## src/rtl/seq_pkg.sv

```systemverilog
// rtl/seq_pkg.sv - shared states, opcode classes and control-vector bit positions for sequencer_fsm
package seq_pkg;

    localparam int CTRL_W = 30;

    typedef enum logic [3:0] {
        IDLE, FETCH, INCPC, DECODE, EXEC,
        G1, G2, G3, G4, G5, G6,
        HALT, WAIT
    } seqState_e;

    typedef enum logic [2:0] {
        OP_MOV, OP_SETAB, OP_ALU, OP_LOAD, OP_STORE, OP_HALT, OP_GOTO, OP_ILLEGAL
    } opClass_e;

    // Register order A,B,C,D,M1,M2,X,Y must stay contiguous: the FSM indexes it with +: slices.
    localparam int LD_A    = 0;
    localparam int LD_B    = 1;
    localparam int LD_C    = 2;
    localparam int LD_D    = 3;
    localparam int LD_M1   = 4;
    localparam int LD_M2   = 5;
    localparam int LD_X    = 6;
    localparam int LD_Y    = 7;
    localparam int LD_J1   = 8;
    localparam int LD_J2   = 9;
    localparam int LD_INST = 10;
    localparam int LD_PC   = 11;
    localparam int LD_INC  = 12;
    localparam int LD_XY   = 13;

    localparam int SEL_A   = 14;
    localparam int SEL_B   = 15;
    localparam int SEL_C   = 16;
    localparam int SEL_D   = 17;
    localparam int SEL_M1  = 18;
    localparam int SEL_M2  = 19;
    localparam int SEL_X   = 20;
    localparam int SEL_Y   = 21;
    localparam int SEL_PC  = 22;
    localparam int SEL_INC = 23;
    localparam int SEL_M   = 24;
    localparam int SEL_XY  = 25;
    localparam int SEL_J   = 26;

    localparam int MEM_READ  = 27;
    localparam int MEM_WRITE = 28;
    localparam int IMM_OE    = 29;

endpackage

```

## src/rtl/seq_decode.sv

```systemverilog
// rtl/seq_decode.sv - combinational opcode classification and field extraction of the Inst register
module seq_decode (
    input  logic [7:0] inst,
    output logic [2:0] opClass,
    output logic [2:0] dst,
    output logic [2:0] src,
    output logic       rBit,
    output logic [2:0] fff,
    output logic [1:0] rr,
    output logic       condD,
    output logic       condS,
    output logic       condC,
    output logic       condZ,
    output logic       condN
);
    import seq_pkg::*;

    opClass_e cls;

    always_comb begin
        cls = OP_ILLEGAL;
        casez (inst)
            8'b00??????: cls = OP_MOV;
            8'b01??????: cls = OP_SETAB;
            8'b11??????: cls = OP_GOTO;
            8'b1000????: cls = OP_ALU;
            8'b100100??: cls = OP_LOAD;
            8'b100110??: cls = OP_STORE;
            8'b10101110: cls = OP_HALT;
            default:     cls = OP_ILLEGAL;
        endcase
    end

    assign opClass = cls;
    assign dst     = inst[5:3];
    assign src     = inst[2:0];
    // SETAB carries its target bit at [5], ALU at [3]
    assign rBit    = (inst[7:6] == 2'b01) ? inst[5] : inst[3];
    assign fff     = inst[2:0];
    assign rr      = inst[1:0];
    assign condD   = inst[5];
    assign condS   = inst[4];
    assign condC   = inst[3];
    assign condZ   = inst[2];
    assign condN   = inst[1];

endmodule

```

## src/rtl/sequencer_fsm.sv

```systemverilog
// rtl/sequencer_fsm.sv - fetch/decode/execute controller for the relay-computer datapath
// Optional single-step mode (step port, WAIT state) under SEQ_SINGLE_STEP_EN.
module sequencer_fsm #(
    parameter int CTRL_W         = seq_pkg::CTRL_W,
    parameter bit START_ON_RESET = 1'b0
) (
    input  logic              clk,
    input  logic              reset,
    input  logic              run,
`ifdef SEQ_SINGLE_STEP_EN
    input  logic              step,
`endif
    input  logic [7:0]        inst,
    input  logic              zero,
    input  logic              carry,
    input  logic              sign,
    output logic [CTRL_W-1:0] ctrl,
    output logic [2:0]        alu_fn,
    output logic [7:0]        imm_data,
    output logic              halted,
    output logic              illegal
);
    import seq_pkg::*;

    seqState_e state, stateNext;
    logic [2:0] opClass;
    logic [2:0] dst, src, fff;
    logic [1:0] rr;
    logic       rBit, condD, condS, condC, condZ, condN;
    logic       taken, takenQ;
    logic       illegalQ;

    seq_decode uDecode (
        .inst    (inst),
        .opClass (opClass),
        .dst     (dst),
        .src     (src),
        .rBit    (rBit),
        .fff     (fff),
        .rr      (rr),
        .condD   (condD),
        .condS   (condS),
        .condC   (condC),
        .condZ   (condZ),
        .condN   (condN)
    );

`ifdef SEQ_SINGLE_STEP_EN
    logic stepQ, stepRise;
    always_ff @(posedge clk) begin
        if (reset) stepQ <= 1'b0;
        else       stepQ <= step;
    end
    assign stepRise = step & ~stepQ;
    localparam seqState_e END_STATE = WAIT;
`else
    localparam seqState_e END_STATE = FETCH;
`endif

    // No condition bits means unconditional
    assign taken = ({condS, condC, condZ, condN} == 4'b0000)
                 | (condS & sign) | (condC & carry) | (condZ & zero) | (condN & ~zero);

    always_ff @(posedge clk) begin
        if (reset) begin
            state    <= IDLE;
            takenQ   <= 1'b0;
            illegalQ <= 1'b0;
        end else begin
            state <= stateNext;
            if (state == G5)
                takenQ <= taken;
            if (state == DECODE && opClass == OP_ILLEGAL)
                illegalQ <= 1'b1;
        end
    end

    always_comb begin
        stateNext = state;
        case (state)
            IDLE:   if (run || START_ON_RESET) stateNext = FETCH;
            FETCH:  stateNext = INCPC;
            INCPC:  stateNext = DECODE;
            DECODE: begin
                case (opClass)
                    OP_GOTO:    stateNext = G1;
                    OP_HALT:    stateNext = HALT;
                    OP_ILLEGAL: stateNext = HALT;
                    default:    stateNext = EXEC;
                endcase
            end
            EXEC:   stateNext = END_STATE;
            G1:     stateNext = G2;
            G2:     stateNext = G3;
            G3:     stateNext = G4;
            G4:     stateNext = G5;
            G5:     stateNext = G6;
            G6:     stateNext = END_STATE;
            HALT:   stateNext = HALT;
`ifdef SEQ_SINGLE_STEP_EN
            WAIT:   if (stepRise) stateNext = FETCH;
`endif
            default: stateNext = IDLE;
        endcase
    end

    always_comb begin
        ctrl     = '0;
        alu_fn   = 3'd0;
        imm_data = 8'd0;
        case (state)
            FETCH: begin
                ctrl[SEL_PC]   = 1'b1;
                ctrl[MEM_READ] = 1'b1;
                ctrl[LD_INST]  = 1'b1;
                ctrl[LD_INC]   = 1'b1;
            end
            INCPC, G2, G4: begin
                ctrl[SEL_INC] = 1'b1;
                ctrl[LD_PC]   = 1'b1;
            end
            EXEC: begin
                case (opClass)
                    OP_MOV: begin
                        // ddd == sss is the architectural NOP
                        if (dst != src) begin
                            ctrl[LD_A  +: 8] = 8'b1 << dst;
                            ctrl[SEL_A +: 8] = 8'b1 << src;
                        end
                    end
                    OP_SETAB: begin
                        ctrl[IMM_OE] = 1'b1;
                        imm_data     = {{3{inst[4]}}, inst[4:0]};
                        if (rBit) ctrl[LD_B] = 1'b1;
                        else      ctrl[LD_A] = 1'b1;
                    end
                    OP_ALU: begin
                        alu_fn = fff;
                        if (rBit) ctrl[LD_D] = 1'b1;
                        else      ctrl[LD_A] = 1'b1;
                    end
                    OP_LOAD: begin
                        ctrl[SEL_M]     = 1'b1;
                        ctrl[MEM_READ]  = 1'b1;
                        ctrl[LD_A +: 4] = 4'b1 << rr;
                    end
                    OP_STORE: begin
                        ctrl[SEL_M]      = 1'b1;
                        ctrl[SEL_A +: 4] = 4'b1 << rr;
                        ctrl[MEM_WRITE]  = 1'b1;
                    end
                    default: ;
                endcase
            end
            G1, G3: begin
                ctrl[SEL_PC]   = 1'b1;
                ctrl[MEM_READ] = 1'b1;
                ctrl[LD_INC]   = 1'b1;
                if (state == G1) ctrl[LD_J1] = 1'b1;
                else             ctrl[LD_J2] = 1'b1;
            end
            G5: begin
                if (taken && condD) begin
                    ctrl[SEL_INC] = 1'b1;
                    ctrl[LD_XY]   = 1'b1;
                end
            end
            G6: begin
                if (takenQ) begin
                    ctrl[SEL_J] = 1'b1;
                    ctrl[LD_PC] = 1'b1;
                end
            end
            default: ;
        endcase
    end

    assign halted  = (state == HALT);
    assign illegal = illegalQ;

endmodule

```

## config.mk

```make
export PLATFORM = sky130hd
export DESIGN_NAME = sequencer_fsm
export DESIGN_NICKNAME = d
export VERILOG_FILES = /design/src/rtl/seq_pkg.sv /design/src/rtl/seq_decode.sv /design/src/rtl/sequencer_fsm.sv
export SDC_FILE = /design/constraint.sdc
export NUM_CORES = 1
export LEC_CHECK = 0
export CAP_MARGIN = 20
export CORE_MARGIN = 3
export CORE_UTILIZATION = 42
export CTS_BUF_LIST = sky130_fd_sc_hd__clkbuf_8 sky130_fd_sc_hd__clkbuf_16
export DETAILED_ROUTE_END_ITERATION = 16
export GPL_TIMING_DRIVEN = 0
export PLACE_DENSITY_LB_ADDON = 0.05
export SYNTH_ARGS = -nofsm -noshare
export SYNTH_HDL_FRONTEND = slang
export SYNTH_SLANG_ARGS = --single-unit
```

## constraint.sdc

```tcl
create_clock -name clk -period 4.05 [get_ports clk]
set_input_delay 1.215 -clock clk [delete_from_list [all_inputs] [get_ports clk]]
set_output_delay 1.215 -clock clk [all_outputs]
set_load 0.01 [all_outputs]
```

==> out/results.ini, run 1 <==
[sta]
period_needed_ps = 4005
period_share = 0.9888
setup_viol = 0
fin_hold_ws_ps = 485.4
skew_ps = 6.236
slew_violations = 0
fin_ws_ps = 45.17
fmax_mhz = 249.7
final-hold-violation-count = 0

[global_route]
grt_first_pass_wirelength_um = 6216
grt_usage = 0.2365
grt_remaining_overflow = 0
grt_max_degree = 11
antenna_found_initial = 0
grt_pass1_vias = 1377

[critical_path]
setup.worst_path.class = in2out
r2r_setup_slack_ps = 2590
worstSetupEndpointType = output pin
ff2ff_path_depth = 4
cp_top_family = simple AND/OR/NAND/NOR gates
cp_data_arrival_time_ps = 2790
cp_slowest_cell = or3b_4
slowest_delay_ps = 390
start_kind = input pin
rr_startpoint = state[0]
reg2reg_to = state[2]
critPathBufInv = 3
required_ps = 2830
cp_max_fo = 5
path_cells = dlygate4sd2_1, or3b_4, nor3_4, buf_6, nand3_1, a311oi_2, buf_2

[routing]
drc = 0
drt_pass1_iterations = 4
num_vias = 1522
wl_per_cell_um = 15.02
ant_nets = 0
drt_iter0_drc = 67
wl_um = 3905
vias_per_cell = 5.854

[hold_path]
holdPathEnd = illegal
hold_class = reg2reg
min_path_cells = 2
hp-start = illegal

[clock_network]
cts_buffers = 3
clock_latency_ps = 220
cts_tree = done
cts.sinks = 6
path_clk_slew_ps = 40
clock_path_buffers = 2
cts_htree_levels = 1
root_buffer = clkbuf_8

[floorplanning]
rows = 17
die_height_um = 55.61
start_util = 0.4541
ios = 57
die_w_um = 55.61
die-area_um2 = 3092
core_area_um2 = 2276

[yosys]
netlist.area_leader.share = 0.1162
syn_nets = 176
yosys_warnings = 0
synth_edf_count = 0
yosysMostFrequentCell = nor2_1
ys_types = 47
ys_seq_area_frac = 0.1162
synthTopCellsByCount = 26 x nor2_1, 12 x nand2_1, 10 x nand3_1
netlist_area_um2 = 1033
synth.area.top_cells = dfxtp_1 12%, nor2_1 9.4%, nand3_1 4.8%
ys_dominant_reg_cell = dfxtp_1
synthArstFlopShare = 0
synth_top_area_cell = dfxtp_1
ys_ff_latch = 6
syn_avg_cell_area_um2 = 6.380
synthCells = 162

[placed_design]
port_buffers = 53
dp_cells = 243
place_hpwl_um = 2723
gp_congestion = 0.8837
place_ws_ps = -614.0

[layout]
fin_util = 0.8043
drive_above_1_share = 0.2586
num_antenna_cells = 0
final-seq-area_um2 = 120.1
multi_input_area_um2 = 857.1
nFillCells = 168
final_nets = 248
finalNonFillerCells = 260
syn_to_final_growth_pct = 77.12

[status]
status = completed

[pwr]
power_w = 0.0003089
power_density_nw_per_um2 = 168.8
p_leak_nw = 0.8956
vdd_ir_drop_max_mv = 0.2976

[run]
max_cap_viol_count = 0

==> per-stage QoR <==
stage,TNS [ps],instance area (µm²)
after floorplan,0,1033
after global placement,-9844,1599
after detailed placement,-11010,1599
after CTS,-69.64,1783
after global routing,-19.27,1831
final,0,1831
==> registers in the layout, summed over array words and instances, names as in the netlist <==
register  count
state         4
takenQ        1
illegal       1
==> worst reg2reg max path: stages (launching register included) <==
cell and delay (ps):
dfxtp_1 340, clkbuf_1 390, o21ai_0 220, o211a_1 240, nor4_1 170
==> kinds of logic after synthesis <==
family | count (synthesis) | synth area share
other cells | 1 | 0.003628
xor+xnor | 2 | 0.01695
simple gates | 86 | 0.4407
compound gates | 36 | 0.2446
flops | 6 | 0.1162
buf+inv | 27 | 0.1392
mux | 4 | 0.03874
==> cells in the final DEF (no fill, tap or decap), types with 4 or more instances in the layout <==
cell type        instances
clkdlybuf4s50_1         23
buf_6                    5
nand2_1                 12
dfxtp_1                  6
nor2b_1                  4
dlygate4sd2_1           14
clkbuf_8                 4
nand3_1                  9
nor2_1                  25
dlymetal6s2s_1           6
buf_2                    5
mux2i_1                  4
clkbuf_1                 4
buf_4                   20
clkbuf_2                 5
o21ai_0                  6
nor3_1                   6
inv_1                    8
a21oi_1                  5
==> power by group <==
part           leakage, nW  switching (W)  internal [W]
combinational        0.825      0.0000855     0.0000690
clock               0.0216      0.0000246     0.0000638
sequential          0.0489     0.00000305     0.0000631
total                0.896       0.000113      0.000196
==> worst max-delay path by stage <==
stage	from	endpoint	slack [ps]	cells past startpoint
floorplan	inst[2]	ctrl[1]	450	4
global placement	inst[2]	ctrl[3]	-590	6
detailed placement	inst[4]	ctrl[3]	-610	6
CTS	inst[7]	imm_data[6]	-40	7
global route	inst[5]	alu_fn[2]	-20	8
finish	inst[5]	ctrl[3]	50	7
==> cell type report <==
type,count,share of cell area
tap,28,0.01914
sequential,6,0.06562
timing repair buffer,67,0.3308
inverter,8,0.01640
multi-input combinational,129,0.4682
buffer,19,0.07724
clock buffer,3,0.02256
==> per-layer routing <==
layer  global-route usage  routed length [µm]
met3              0.05568                 502
met4              0.05208                  51
met2               0.3801                1683
met1               0.3202                1667
met5                    0                   0
==> timing repair <==
action                                  CTS  global route
endpoints found under the hold margin     0             0
pin swaps                                 7             4
hold buffers                              0             0
endpoints found under the setup margin   33            18
gates resized for setup                  60            22
setup buffers                            10             4
Power figures use the tool's default switching activity.
==> inputs of run 2 (changes only) <==
- CTS_BUF_LIST: sky130_fd_sc_hd__clkbuf_8 sky130_fd_sc_hd__clkbuf_16 -> default
==> out/results.ini, run 2 (synthesis results as in run 1) <==
[status]
status = completed

[placed_design]
dp_cells = 243
gp_congestion = 0.8837
place_hpwl_um = 2723
place_ws_ps = -614.0
port_buffers = 53

[layout]
final_common_cell = nor2_1
syn_to_final_growth_pct = 75.79
final_nets = 250
finalNonFillerCells = 262
multi_input_area_um2 = 857.1
final-seq-area_um2 = 120.1
most-common-layout-cells = 25 x nor2_1, 24 x clkdlybuf4s50_1, 22 x buf_4
largest_reg_flops = 4
num_antenna_cells = 0
nFillCells = 167
regMostFlops = state
drive_above_1_share = 0.2735

[sta]
rsz0062_at_grt = no
slew_violations = 0
fin_ws_ps = 51.96
final-hold-violation-count = 0
period_needed_ps = 3998
fmax_mhz = 250.1
period_share = 0.9872
skew_ps = 9.660
setup_viol = 0

[global_route]
grt_pass1_vias = 1376
grt_remaining_overflow = 0
grt_first_pass_wirelength_um = 6341
grt_usage = 0.2476
grt_max_degree = 11
antenna_found_initial = 0

[hold_path]
min_path_cells = 2
holdPathEnd = illegal
hp-start = illegal
hold_class = reg2reg

[critical_path]
cp_data_arrival_time_ps = 2780
required_ps = 2830
worstSetupEndpointType = output pin
rr_startpoint = state[0]
start_kind = input pin
r2r_setup_slack_ps = 2590
reg2reg_to = state[2]
cp_max_fo = 10
setup.worst_path.class = in2out
path_cells = dlygate4sd2_1, buf_6, or3_4, a31oi_4, buf_4, a32oi_1, nor2b_1, clkdlybuf4s15_2
slowest_delay_ps = 370
ff2ff_path_depth = 4
cp_slowest_cell = or3_4

[floorplanning]
start_util = 0.4541
die_w_um = 55.61
ios = 57
die_height_um = 55.61
core_area_um2 = 2276
rows = 17
die-area_um2 = 3092

[clock_network]
cts_tree = done
hold_buffers = 0
path_clk_slew_ps = 50
cts.sinks = 6
root_buffer = clkbuf_4
clock_path_buffers = 2
cts_buffers = 3
clock_latency_ps = 260
cts_htree_levels = 1

[routing]
drt_pass1_iterations = 4
vias_per_cell = 5.817
drc = 0
ant_nets = 0
wl_um = 3967
wl_per_cell_um = 15.14
drt_iter0_drc = 69
num_vias = 1524

[run]
max_cap_viol_count = 0

[pwr]
p_leak_nw = 0.8780
vdd_ir_drop_max_mv = 0.1819
power_density_nw_per_um2 = 152.4
power_w = 0.0002769

## run 2: cell count changes in the layout (fill, tap and decap cells not counted)
cell,previous run,this run
clkbuf_8,4,1
dlymetal6s2s_1,6,5
clkdlybuf4s50_1,23,24
dlygate4sd2_1,14,12
clkbuf_4,0,3
clkbuf_2,5,7
buf_4,20,22
## run 2: timing repair
| item | in CTS | in global routing |
|---|---|---|
| pin swaps | 7 | 7 |
| endpoints found under the hold margin | 0 | 0 |
| gates resized for setup | 60 | 25 |
| endpoints found under the setup margin | 33 | 18 |
| buffers inserted | 10 | 6 |
## run 2: layout make-up
class / count / share of cell area
repair buffers: 69 / 0.3361
clock buffers: 3 / 0.01240
flip-flops and latches: 6 / 0.06612
plain buffers: 19 / 0.07782
inverters: 8 / 0.01653
well taps: 28 / 0.01928
multi-input cells: 129 / 0.4718
## run 2: routing by layer
metal	share of wire	wire length, µm	vias up	track usage
met5	0	0	-	0
met3	0.11	449	11	0.06729
met1	0.43	1723	701	0.3286
met2	0.43	1715	103	0.3784
li1	-	-	709	-
met4	0.020	78	0	0.09722
## run 2: metrics by stage
step	setup TNS, ps	util	hold WS, ps	area (µm²)
3_5_place_dp	-11010	0.7026	482.8	1599
6_report	0	0.7982	486.4	1817
3_3_place_gp	-9844	0.7026	477.5	1599
4_1_cts	-69.64	0.7752	494.1	1764
2_1_floorplan	0	-	475.9	1033
5_1_grt	0	0.7982	522.5	1817
## run 2: worst max-delay path, delay by kind of cell
kind,cells,cell delay (ps)
buffers and inverters,4,780
AND/OR/NAND/NOR,2,500
AO/OA/AOI/OAI,2,280
## run 2: power breakdown
part	total [W]	internal (W)	switching, W
Sequential	0.0000660	0.0000629	0.00000310
Clock	0.0000572	0.0000336	0.0000235
Combinational	0.000154	0.0000689	0.0000849
Total	0.000277	0.000165	0.000111
## run 2: worst max-delay path by stage
stage,startpoint,to,slack (ps)
final,inst[7],ctrl[2],50
after global routing,inst[7],ctrl[2],4
after CTS,inst[7],imm_data[6],-40
after detailed placement,inst[4],ctrl[3],-610
after global placement,inst[2],ctrl[3],-590
after floorplan,inst[2],ctrl[1],450
==> inputs of run 3 (changes only) <==
- CORE_UTILIZATION: 42 -> 43
- CTS_BUF_LIST: default -> sky130_fd_sc_hd__clkbuf_8
- SLEW_MARGIN: default -> 20
==> out/results.ini, run 3 (synthesis results as in run 1) <==
[status]
status = completed

[layout]
final_common_cell = nor2_1
num_antenna_cells = 0
syn_to_final_growth_pct = 71.43
final_nets = 240
largest_reg_flops = 4
final_area_um2 = 1772
drive_above_1_share = 0.2098
most-common-layout-cells = 25 x nor2_1, 22 x clkdlybuf4s50_1, 13 x buf_4, 13 x dlygate4sd2_1, 12 x nand2_1
regMostFlops = state

[clock_network]
root_buffer = clkbuf_8
cts_buffers = 3
cts.sinks = 6
cts_htree_levels = 1
cts_tree = done
clock_path_buffers = 2
clock_latency_ps = 220
path_clk_slew_ps = 40

[critical_path]
worstSetupEndpointType = output pin
cp_data_arrival_time_ps = 2810
cp_max_fo = 10
required_ps = 2830
ff2ff_path_depth = 4
r2r_setup_slack_ps = 2640
start_kind = input pin
rr_startpoint = state[3]
reg2reg_to = state[1]
setup.worst_path.class = in2out
crit_start = inst[5]

[floorplanning]
die_w_um = 55.03
die_height_um = 55.03
die-area_um2 = 3028
core_area_um2 = 2255
rows = 17
start_util = 0.4584
ios = 57

[sta]
fin_setup_tns_ps = 0
fin_hold_ws_ps = 503.3
fmax_mhz = 248.6
setup_viol = 0
skew_ps = 3.383
period_share = 0.9932
final-hold-violation-count = 0
period_needed_ps = 4023
slew_violations = 0

[hold_path]
hold_class = reg2reg
min_path_cells = 2
hp-start = illegal
holdPathEnd = illegal

[routing]
wl_um = 3713
drt_iter0_drc = 35
vias_per_cell = 5.651
num_vias = 1424
ant_nets = 0
drt_pass1_iterations = 4
drc = 0
wl_per_cell_um = 14.73

[pwr]
power_w = 0.0003011
vdd_ir_drop_max_mv = 0.3221
power_density_nw_per_um2 = 170.0
p_leak_nw = 0.9312

[placed_design]
port_buffers = 53
gp_congestion = 0.9130
place_hpwl_um = 2651
dpl-instance-area_um2 = 1599

[global_route]
grt_max_degree = 11
grt_usage = 0.2426
grt_pass1_vias = 1190
grt_remaining_overflow = 0
grt_first_pass_wirelength_um = 5520
antenna_found_initial = 0

[run]
max_cap_viol_count = 0

## run 3: changes by cell type in the layout (fill, tap and decap cells not counted), moves of 2 or more
cell	delta
clkdlybuf4s50_1	-2
clkbuf_4	-3
clkdlybuf4s15_2	-3
buf_4	-9
clkbuf_2	-3
clkbuf_8	+3
dlymetal6s2s_1	+6
buf_6	-2
## run 3: stage by stage
stage                     setup WS, ps  utilization  std cells
after floorplan                  450.7            -        162
after global placement          -578.0       0.7092        243
final                            27.41       0.7858        252
after detailed placement        -603.3       0.7092        243
after global routing            -8.148       0.7858        252
after CTS                        1.109       0.7619        252
## run 3: worst max-delay path by stage
| stage | to | slack [ps] | cells past startpoint |
|---|---|---|---|
| final | ctrl[3] | 30 | 7 |
| after floorplan | ctrl[1] | 450 | 4 |
| after global routing | ctrl[3] | -8 | 7 |
| after global placement | ctrl[3] | -580 | 6 |
| after CTS | ctrl[15] | 1 | 6 |
| after detailed placement | ctrl[3] | -600 | 6 |
## run 3: area by class of cell
class / instances / area, µm²
Buffer: 19 / 135.1
Clock buffer: 3 / 41.29
Fill cell: 180 / 483.0
Inverter: 8 / 30.03
Multi-Input combinational cell: 129 / 853.3
Sequential cell: 6 / 120.1
Tap cell: 28 / 35.03
Timing Repair Buffer: 59 / 556.8
## run 3: routing by layer
layer | wire, µm | up-vias | track usage
met2 | 1741 | 93 | 0.4016
met1 | 1506 | 641 | 0.3366
met5 | 0 | - | 0
met3 | 466 | 0 | 0.05898
li1 | - | 690 | -
met4 | 0 | 0 | 0.004049
## run 3: critical path: stages
cell and delay, ps:
dlygate4sd2_1 270, buf_6 160, or3_1 420, a31oi_4 210, nand3_1 120, a311oi_2 230, buf_2 180
## run 3: timing repair
item,4_1_cts,5_1_grt
gates cloned,0,0
gates resized for setup,45,25
setup buffers,6,0
endpoints found under the setup margin,32,21
hold buffers,0,0
pin swaps,8,7
## run 3: where the power goes
part	total [W]	internal [W]	switching (W)
combinational	0.000146	0.0000640	0.0000818
sequential	0.0000661	0.0000631	0.00000308
clock	0.0000892	0.0000638	0.0000254
total	0.000301	0.000191	0.000110
